--- src/rtl/real_mul_pkg.sv ---
// Shared Real_Mul datapath definitions: significand widths, multiplier FSM
// states and the rounding-mode encoding shared with rounding_module.
package real_mul_pkg;

    localparam int MW_SP = 24;
    localparam int MW_DP = 53;

    // Significand width including the hidden bit.
    function automatic int mant_width(input bit is_double);
        return is_double ? MW_DP : MW_SP;
    endfunction

    typedef enum logic [1:0] {
        IDLE = 2'd0,
        CALC = 2'd1,
        DONE = 2'd2
    } mul_state_e;

    localparam logic [1:0] RM_ZERO      = 2'b00;
    localparam logic [1:0] RM_PINF      = 2'b01;
    localparam logic [1:0] RM_NINF      = 2'b10;
    localparam logic [1:0] RM_NEAR_EVEN = 2'b11;

endpackage

--- src/rtl/mantissa_seq_multiplier_if.sv ---
// Request/response bundle of the sequential significand multiplier.
interface mantissa_seq_multiplier_if
    import real_mul_pkg::*;
#(
    parameter bit IS_DOUBLE = 1'b0
);
    localparam int MW = mant_width(IS_DOUBLE);
    localparam int PW = 2 * MW;

    logic          start;
    logic [MW-1:0] a;
    logic [MW-1:0] b;
    logic          busy;
    logic          done;
    logic [PW-1:0] product;

    modport master (output start, a, b, input busy, done, product);
    modport slave  (input start, a, b, output busy, done, product);
endinterface

--- src/rtl/mantissa_seq_multiplier.sv ---
// Radix-2 shift-add multiplier for unsigned significands. One partial
// product per cycle; the full double-width product is registered at the
// last step and held until the next completion.
module mantissa_seq_multiplier
    import real_mul_pkg::*;
#(
    parameter bit IS_DOUBLE = 1'b0
) (
    input  logic                      clk,
    input  logic                      rst,
    mantissa_seq_multiplier_if.slave  bus
);
    localparam int MW = mant_width(IS_DOUBLE);
    localparam int PW = 2 * MW;
    localparam int CW = $clog2(MW);
    localparam logic [CW-1:0] LAST_STEP = CW'(MW - 1);

    mul_state_e    state;
    logic [CW-1:0] cnt;
    logic [MW-1:0] mcand;
    logic [MW-1:0] acc_hi;
    logic [MW-1:0] acc_lo;
    logic [MW-1:0] addend;
    logic [MW:0]   sum_c;
    logic [PW-1:0] step_val;
    logic          busy_r;
    logic          done_r;
    logic [PW-1:0] prod_r;

    // Conditional add of the multiplicand; the carry is kept as the new MSB.
    assign addend   = acc_lo[0] ? mcand : '0;
    assign sum_c    = {1'b0, acc_hi} + {1'b0, addend};
    assign step_val = {sum_c, acc_lo[MW-1:1]};

    assign bus.busy    = busy_r;
    assign bus.done    = done_r;
    assign bus.product = prod_r;

    // Control FSM plus accumulator/counter datapath with registered outputs.
    always_ff @(posedge clk or posedge rst) begin
        if (rst) begin
            state  <= IDLE;
            cnt    <= '0;
            mcand  <= '0;
            acc_hi <= '0;
            acc_lo <= '0;
            busy_r <= 1'b0;
            done_r <= 1'b0;
            prod_r <= '0;
        end else begin
            case (state)
                IDLE, DONE: begin
                    done_r <= 1'b0;
                    if (bus.start) begin
                        mcand  <= bus.a;
                        acc_hi <= '0;
                        acc_lo <= bus.b;
                        cnt    <= '0;
                        busy_r <= 1'b1;
                        state  <= CALC;
                    end else begin
                        state  <= IDLE;
                    end
                end
                CALC: begin
                    {acc_hi, acc_lo} <= step_val;
                    cnt <= cnt + 1'b1;
                    if (cnt == LAST_STEP) begin
                        prod_r <= step_val;
                        busy_r <= 1'b0;
                        done_r <= 1'b1;
                        state  <= DONE;
                    end
                end
                default: begin
                    busy_r <= 1'b0;
                    done_r <= 1'b0;
                    state  <= IDLE;
                end
            endcase
        end
    end

endmodule
--- src/flat_wrapper.sv ---
// flat-port wrapper written by rule: the top's interface ports become plain ports
module mantissa_seq_multiplier_flat import real_mul_pkg::*;
#(
    parameter bit IS_DOUBLE = 1'b0
)
  (clk, rst, bus_start, bus_a, bus_b, bus_busy, bus_done, bus_product);
  mantissa_seq_multiplier_if #(.IS_DOUBLE(IS_DOUBLE)) bus_i ();
  input  logic clk;
  input  logic rst;
  input wire logic [$bits(bus_i.start)-1:0] bus_start;
  input wire logic [$bits(bus_i.a)-1:0] bus_a;
  input wire logic [$bits(bus_i.b)-1:0] bus_b;
  output wire logic [$bits(bus_i.busy)-1:0] bus_busy;
  output wire logic [$bits(bus_i.done)-1:0] bus_done;
  output wire logic [$bits(bus_i.product)-1:0] bus_product;
  assign bus_i.start = bus_start;
  assign bus_i.a = bus_a;
  assign bus_i.b = bus_b;
  assign bus_busy = bus_i.busy;
  assign bus_done = bus_i.done;
  assign bus_product = bus_i.product;
  mantissa_seq_multiplier #(.IS_DOUBLE(IS_DOUBLE)) u_core (.clk(clk), .rst(rst), .bus(bus_i));
endmodule
--- config.mk ---
export PLATFORM = sky130hd
export DESIGN_NAME = mantissa_seq_multiplier_flat
export DESIGN_NICKNAME = d
export VERILOG_FILES = /design/src/rtl/real_mul_pkg.sv /design/src/rtl/mantissa_seq_multiplier_if.sv /design/src/rtl/mantissa_seq_multiplier.sv /design/src/flat_wrapper.sv
export SDC_FILE = /design/constraint.sdc
export NUM_CORES = 1
export LEC_CHECK = 0
export CORE_AREA = 8 8 168 170
export CTS_BUF_LIST = sky130_fd_sc_hd__clkbuf_8
export DETAILED_ROUTE_END_ITERATION = 10
export DIE_AREA = 0 0 176 178
export MAX_ROUTING_LAYER = met4
export PLACE_DENSITY = 0.46
export REMOVE_ABC_BUFFERS = 1
export SYNTH_ARGS = -nofsm -noshare
export SYNTH_HDL_FRONTEND = slang
export SYNTH_SLANG_ARGS = --single-unit
--- constraint.sdc ---
create_clock -name clk -period 3.6 [get_ports clk]
set_input_delay 0.36 -clock clk [delete_from_list [all_inputs] [get_ports clk]]
set_output_delay 0.36 -clock clk [all_outputs]
set_load 0.01 [all_outputs]
# --- Word-level counts from Yosys, hierarchy flattened ---
# Cells that the tools add are included.
totals:
  register_bits: 129
classes:
  n_addsub: 2
  n_eq_ne: 5
  mux: 15
  reduce_logical: 7
ops:
  columns: ["operator", "count"]
  rows:
  - ["case mux 24 bit (2 select lines)", 2]
  - ["two-way mux 24 bit", 3]
  - ["adder 24 x 24 -> 25 bit", 1]
  - ["case mux 5 bit (2 select lines)", 1]
  - ["AND reduction 2 bit", 4]
  - ["adder 5 x 1 -> 5 bit, second input constant", 1]
  - ["equality test 5 bit, second input constant", 1]
  - ["two-way mux 1 bit", 5]
  - ["two-way mux 5 bit", 1]
  - ["case mux 2 bit (2 select lines)", 1]
  - ["equality test 2 x 1 -> 1 bit, second input constant", 1]
  - ["equality test 2 bit, second input constant", 1]
  - ["zero test 2 bit", 1]
  - ["two-way mux 2 bit", 1]
  - ["!= test 2 x 1 -> 1 bit, second input constant", 1]
  - ["!= test 2 bit, second input constant", 1]
  - ["case mux 1 bit (2 select lines)", 1]
  - ["nonzero test 2 bit", 1]
  - ["OR reduction 2 bit", 1]

# --- Logic depth before layout (Yosys ltp) ---
depth:
  ltp_word: 4
  ltp_mapped: 10
  mapped_depth_nobuf: 9

# --- Worst setup path before layout ---
# Ideal clock, no wire load.
synth_timing:
  kind: "register to register"
  startpoint: "register u_core.acc_lo[0]"
  endpoint: "register u_core.prod_r[39], in the netlist u_core.bus.product[39]"
  setup_time_ns: 0.125
  arrival_ns: 2.428
  setup_slack_ns: 1.048
  stages_incl_launch_ff: 11
  n_path_buf: 1
  path_cell_list: "dfrtp_1 -> clkbuf_1 -> and2_1 -> ha_1 -> fa_1 -> nand3_1 -> a21oi_1 -> o32ai_1 -> o31ai_1 -> xnor2_1 -> mux2_2"
synth_between:
  elab_chain_cells: 2
synth_lines:
  columns: ["element", "line_no", "source"]
  rows:
  - ["start, declared", "mantissa_seq_multiplier.sv:22", "logic [MW-1:0] acc_lo;"]
  - ["start signal, assigned", "mantissa_seq_multiplier.sv:57", "acc_lo <= bus.b;"]
  - ["start signal, assigned", "mantissa_seq_multiplier.sv:66", "{acc_hi, acc_lo} <= step_val;"]
  - ["two-way mux 24 bit", "mantissa_seq_multiplier.sv:31", "assign addend = acc_lo[0] ? mcand : '0;"]
  - ["adder 24 x 24 -> 25 bit", "mantissa_seq_multiplier.sv:32", "assign sum_c = {1'b0, acc_hi} + {1'b0, addend};"]
  - ["end signal, assigned", "mantissa_seq_multiplier.sv:69", "prod_r <= step_val;"]
  - ["end, declared", "mantissa_seq_multiplier.sv:28", "logic [PW-1:0] prod_r;"]
# No other way between the ends.
# A chain may end at the register's enable or synchronous reset.

# --- Worst setup path after layout ---
# Ends and elaborated chain as after synthesis.

==> summary.md <==
| Metric | Value |
|---|---|
| Minimum clock period | `2981 ps` |
| Synth Area in Adders | `5.266%` |
| Max cap viols | `0` |
| Post-CTS Setup Inserts | `0` |
| Crit-path cells | `and2_1 -> ha_1 -> fa_1 -> nand3_1 -> a21oi_1 -> o32ai_1 -> o31ai_1 -> xnor2_1 -> mux2_2` |
| Status | `finished, final reports clean` |
| H-tree depth reported by CTS | `4` |
| FILL cells | `~2.7k` |
| Area delta synth->final | `28.96%` |
| Fmax | `0.3355 GHz` |
| Post-layout net count | `between 800 and 900` |
| Final RePlAce weighted congestion | `0.8358` |
| Largest net degree at the start of global routing | `57` |
| Vias in the first global route | `5413` |
| Wirelength, routed | `18200 µm` |
| # resized after CTS | `0` |
| Worst-margin pin slew | `926.9 ps` |
| Asr flop ratio synth | `100.0%` |
| Total Routing Usage GR | `12.51%` |
| Die area | `approximately 0.031 mm²` |
| Synthesized area | `0.006320 mm²` |
| Main combinational cell family by area after synthesis | `simple AND/OR/NAND/NOR gates` |
| CTS tree | `yes` |
| Port-buffer cells | `100` |
| Complex-gate fraction of the synthesized area | `16.25%` |
| Die width | `approximately 180 µm` |
| Initial Util | `24.67%` |
| Initial antenna violation count | `0` |
| Leading area contributor after synthesis | `dfrtp_1` |
| Post-synth top area share | `50.68%` |
| Post-synthesis mux area share | `around 5.5%` |
| Core Area | `between 0.02 and 0.03 mm²` |
| First-pass GRT wire length | `30030 µm` |
| R2R Setup Slk | `a little over 600 ps` |
| Worst-Skew Late Latency | `440 ps` |
| Top FF cell, synth | `dfrtp_1` |
| Global route overflow | `0` |
| Ranking of synthesized cells by area | `dfrtp_1 (51%), nand2_1 (11%), mux2_2 (5.3%)` |
| Post-Synth XOR/XNOR Area | `under 10%` |
| Setup Viol. Count Final | `0` |
| Final Skew | `15.16 ps` |
| VDD IR max | `0.0002949 V` |
| Crit path kind | `reg2reg` |
| Mapped Avg Cell Area | `~10 µm²` |
| PD cells | `915.2 mW/mm²` |
| Clock Path Buffers | `2` |
| Post-Synth Simple-Gate Area | `17.68%` |
| Critical Path Sink Type | `flip-flop` |
| CP bufs+invs | `0` |
| Hold crit path type | `in2async` |
| Post-synth EDFFs | `0` |
| Post-synthesis cell count | `650` |
| Die Height | `178 µm` |
| DRC | `0` |
| Starting DRT DRC Count | `272` |
| Top-level port count | `approximately 100` |
| Clock root buffer | `clkbuf_8` |
| Inst Count DP | `1058` |
| Count of final hold-check violations | `0` |
| CP top delay family | `compound AO/OA/AOI/OAI gates` |
| Register bit count reported by yosys | `128` |
| Crit path required time | `~4000 ps` |
| DR WL/cell | `roughly 17 µm` |
| YS warnings | `0` |
| RSZ-0062 raised after global routing | `no` |
| CP arrival | `3300 ps` |
| Critical Path Start Type | `flip-flop` |
| Clk slew on worst S/H paths | `80 ps` |
| Final non-filler cell total | `~1.1k` |
| Max stage delay on crit path | `590 ps` |
| Max_slew headroom | `38.06%` |
| Slowest cell on crit path | `dfrtp_1` |
| Placement Cell Area | `between 0.007 and 0.008 mm²` |
| Area of the multi-input gates | `0.002973 mm²` |
| Seq/Total Area, Yosys | `50.68%` |
| Hold Buf Count CTS | `0` |
| Distinct cells, synth | `47` |
| Final Max Tran Viols | `0` |
| Antenna Nets Post-Route | `0` |
| DRT Pass-1 Iters | `4` |
| CTS buffer count | `17` |
| Register area | `0.003203 mm²` |
| Critical-path maximum fanout | `18` |
| Antenna fix cells | `0` |
| Layout cells sized above 1 | `11.39%` |
| Clock sink count | `128` |
| Post-route cell area | `0.008150 mm²` |
| Std-Cell Rows | `~60` |
| Dpl hpwl | `12390 µm` |
| Leak | `3.642 nW` |
| Total number of vias | `4984` |
| Vias/cell | `4.572` |
| Final period util | `82.81%` |
[worst register-to-register path, stage by stage, from the launching register on]
cell and delay [ps]:
dfrtp_1 590, and2_1 250, ha_1 220, fa_1 430, nand3_1 130, a21oi_1 130
o32ai_1 520, o31ai_1 180, xnor2_1 170, mux2_2 270
[layer usage]
| metal | vias to the layer above | GRT usage [%] | part of all wire (%) |
|---|---|---|---|
| met2 | 76 | 19.13 | 46 |
| met5 | - | - | 0 |
| met3 | 8 | 3.006 | 2.9 |
| met1 | 2454 | 16.63 | 50 |
| li1 | 2446 | - | - |
| met4 | 0 | 2.649 | 0.57 |
[worst paths after layout]
path	startpoint	endpoint	cells past startpoint
setup / recovery	u_core.acc_lo[0]$_DFFE_PP0P_	u_core.bus.product[39]$_DFFE_PP0P_	9
hold / removal	rst	u_core.bus.product[15]$_DFFE_PP0P_	2
setup reg to reg	u_core.acc_lo[0]$_DFFE_PP0P_	u_core.bus.product[39]$_DFFE_PP0P_	9
hold reg to reg	u_core.bus.product[43]$_DFFE_PP0P_	u_core.bus.product[43]$_DFFE_PP0P_	2
max in group asynchronous	rst	u_core.bus.product[41]$_DFFE_PP0P_	3
min in group clk	u_core.bus.product[43]$_DFFE_PP0P_	u_core.bus.product[43]$_DFFE_PP0P_	2
[report_power, final]
| group | total (W) | internal (W) | switching, W |
|---|---|---|---|
| combinational | 0.00354 | 0.00167 | 0.00187 |
| clock | 0.00137 | 0.000782 | 0.000591 |
| sequential | 0.00254 | 0.00210 | 0.000438 |
[logic make-up after synthesis]
kind of cell               after synthesis
AOI/OAI and AO/OA                      145
muxes                                   31
DFF                                    128
and+or+nand+nor                        261
adders and majority gates               26
buffers and inverters                   45
xor gates and xnor gates                14
[cell usage in the layout, fill, tap and decap left out, types with 2 or more instances in the layout]
| master | count |
|---|---|
| o32ai_1 | 3 |
| o21ai_0 | 23 |
| nor2b_4 | 2 |
| o31ai_1 | 16 |
| clkdlybuf4s50_1 | 100 |
| clkinv_2 | 3 |
| a21o_1 | 8 |
| nor3_1 | 9 |
| nand2_1 | 183 |
| a22o_1 | 12 |
| xor2_1 | 6 |
| xnor2_1 | 8 |
| a21oi_1 | 29 |
| nand3_1 | 5 |
| o211ai_1 | 2 |
| mux2_2 | 30 |
| buf_4 | 9 |
| a211oi_1 | 4 |
| a31o_2 | 4 |
| ha_1 | 25 |
| and3_1 | 2 |
| nor2_1 | 16 |
| clkinvlp_4 | 2 |
| nand4_1 | 6 |
| a22oi_1 | 24 |
| and2_1 | 27 |
| inv_1 | 10 |
| clkbuf_8 | 19 |
| a221o_1 | 2 |
| o21a_1 | 7 |
| or3_1 | 4 |
| dfrtp_1 | 128 |
| bufinv_16 | 4 |
[sequential cells by signal, summed over array words and instances, names as in the netlist]
register	cells
u_core.bus.product	48
u_core.bus.busy	1
u_core.acc_lo	24
u_core.state	1
u_core.acc_hi	24
u_core.cnt	5
u_core.bus.done	1
u_core.mcand	24
[final cells by class]
type                            count  area share (%)
Multi-Input combinational cell    477           36.48
Inverter                            8          0.4298
Timing Repair Buffer              110           13.36
Sequential cell                   128           39.30
Clock inverter                     13           2.088
Tap cell                          335           5.143
Clock buffer                       19           3.208
[metrics by stage]
stage / power (W) / util (%) / setup WS, ps / setup TNS, ps / hold slack [ps]
final: 0.007459 / 31.82 / 618.9 / 0 / 271.4
after global routing: 0.008145 / 31.82 / 398.3 / 0 / 274.8
after CTS: 0.007596 / 31.82 / 586.1 / 0 / 262.7
after detailed placement: 0.006145 / 30.13 / 572.7 / 0 / 461.4
after global placement: 0.006129 / 30.13 / 719.6 / 0 / 460.5
after floorplan: 0.004867 / - / -1012 / -84750 / 455.1
[cell usage after synthesis, drive strengths merged, types with 5 or more instances]
cell	count
a21o	9
a21oi	30
a22o	12
a22oi	24
and2	28
buf	6
clkbuf	31
dfrtp	128
ha	25
inv	8
mux2	30
nand2	184
nand3	5
nand4	6
nor2	18
nor3	9
o21a	7
o21ai	23
o31ai	16
xnor2	8
xor2	6
(Power assumes the default switching activity.)
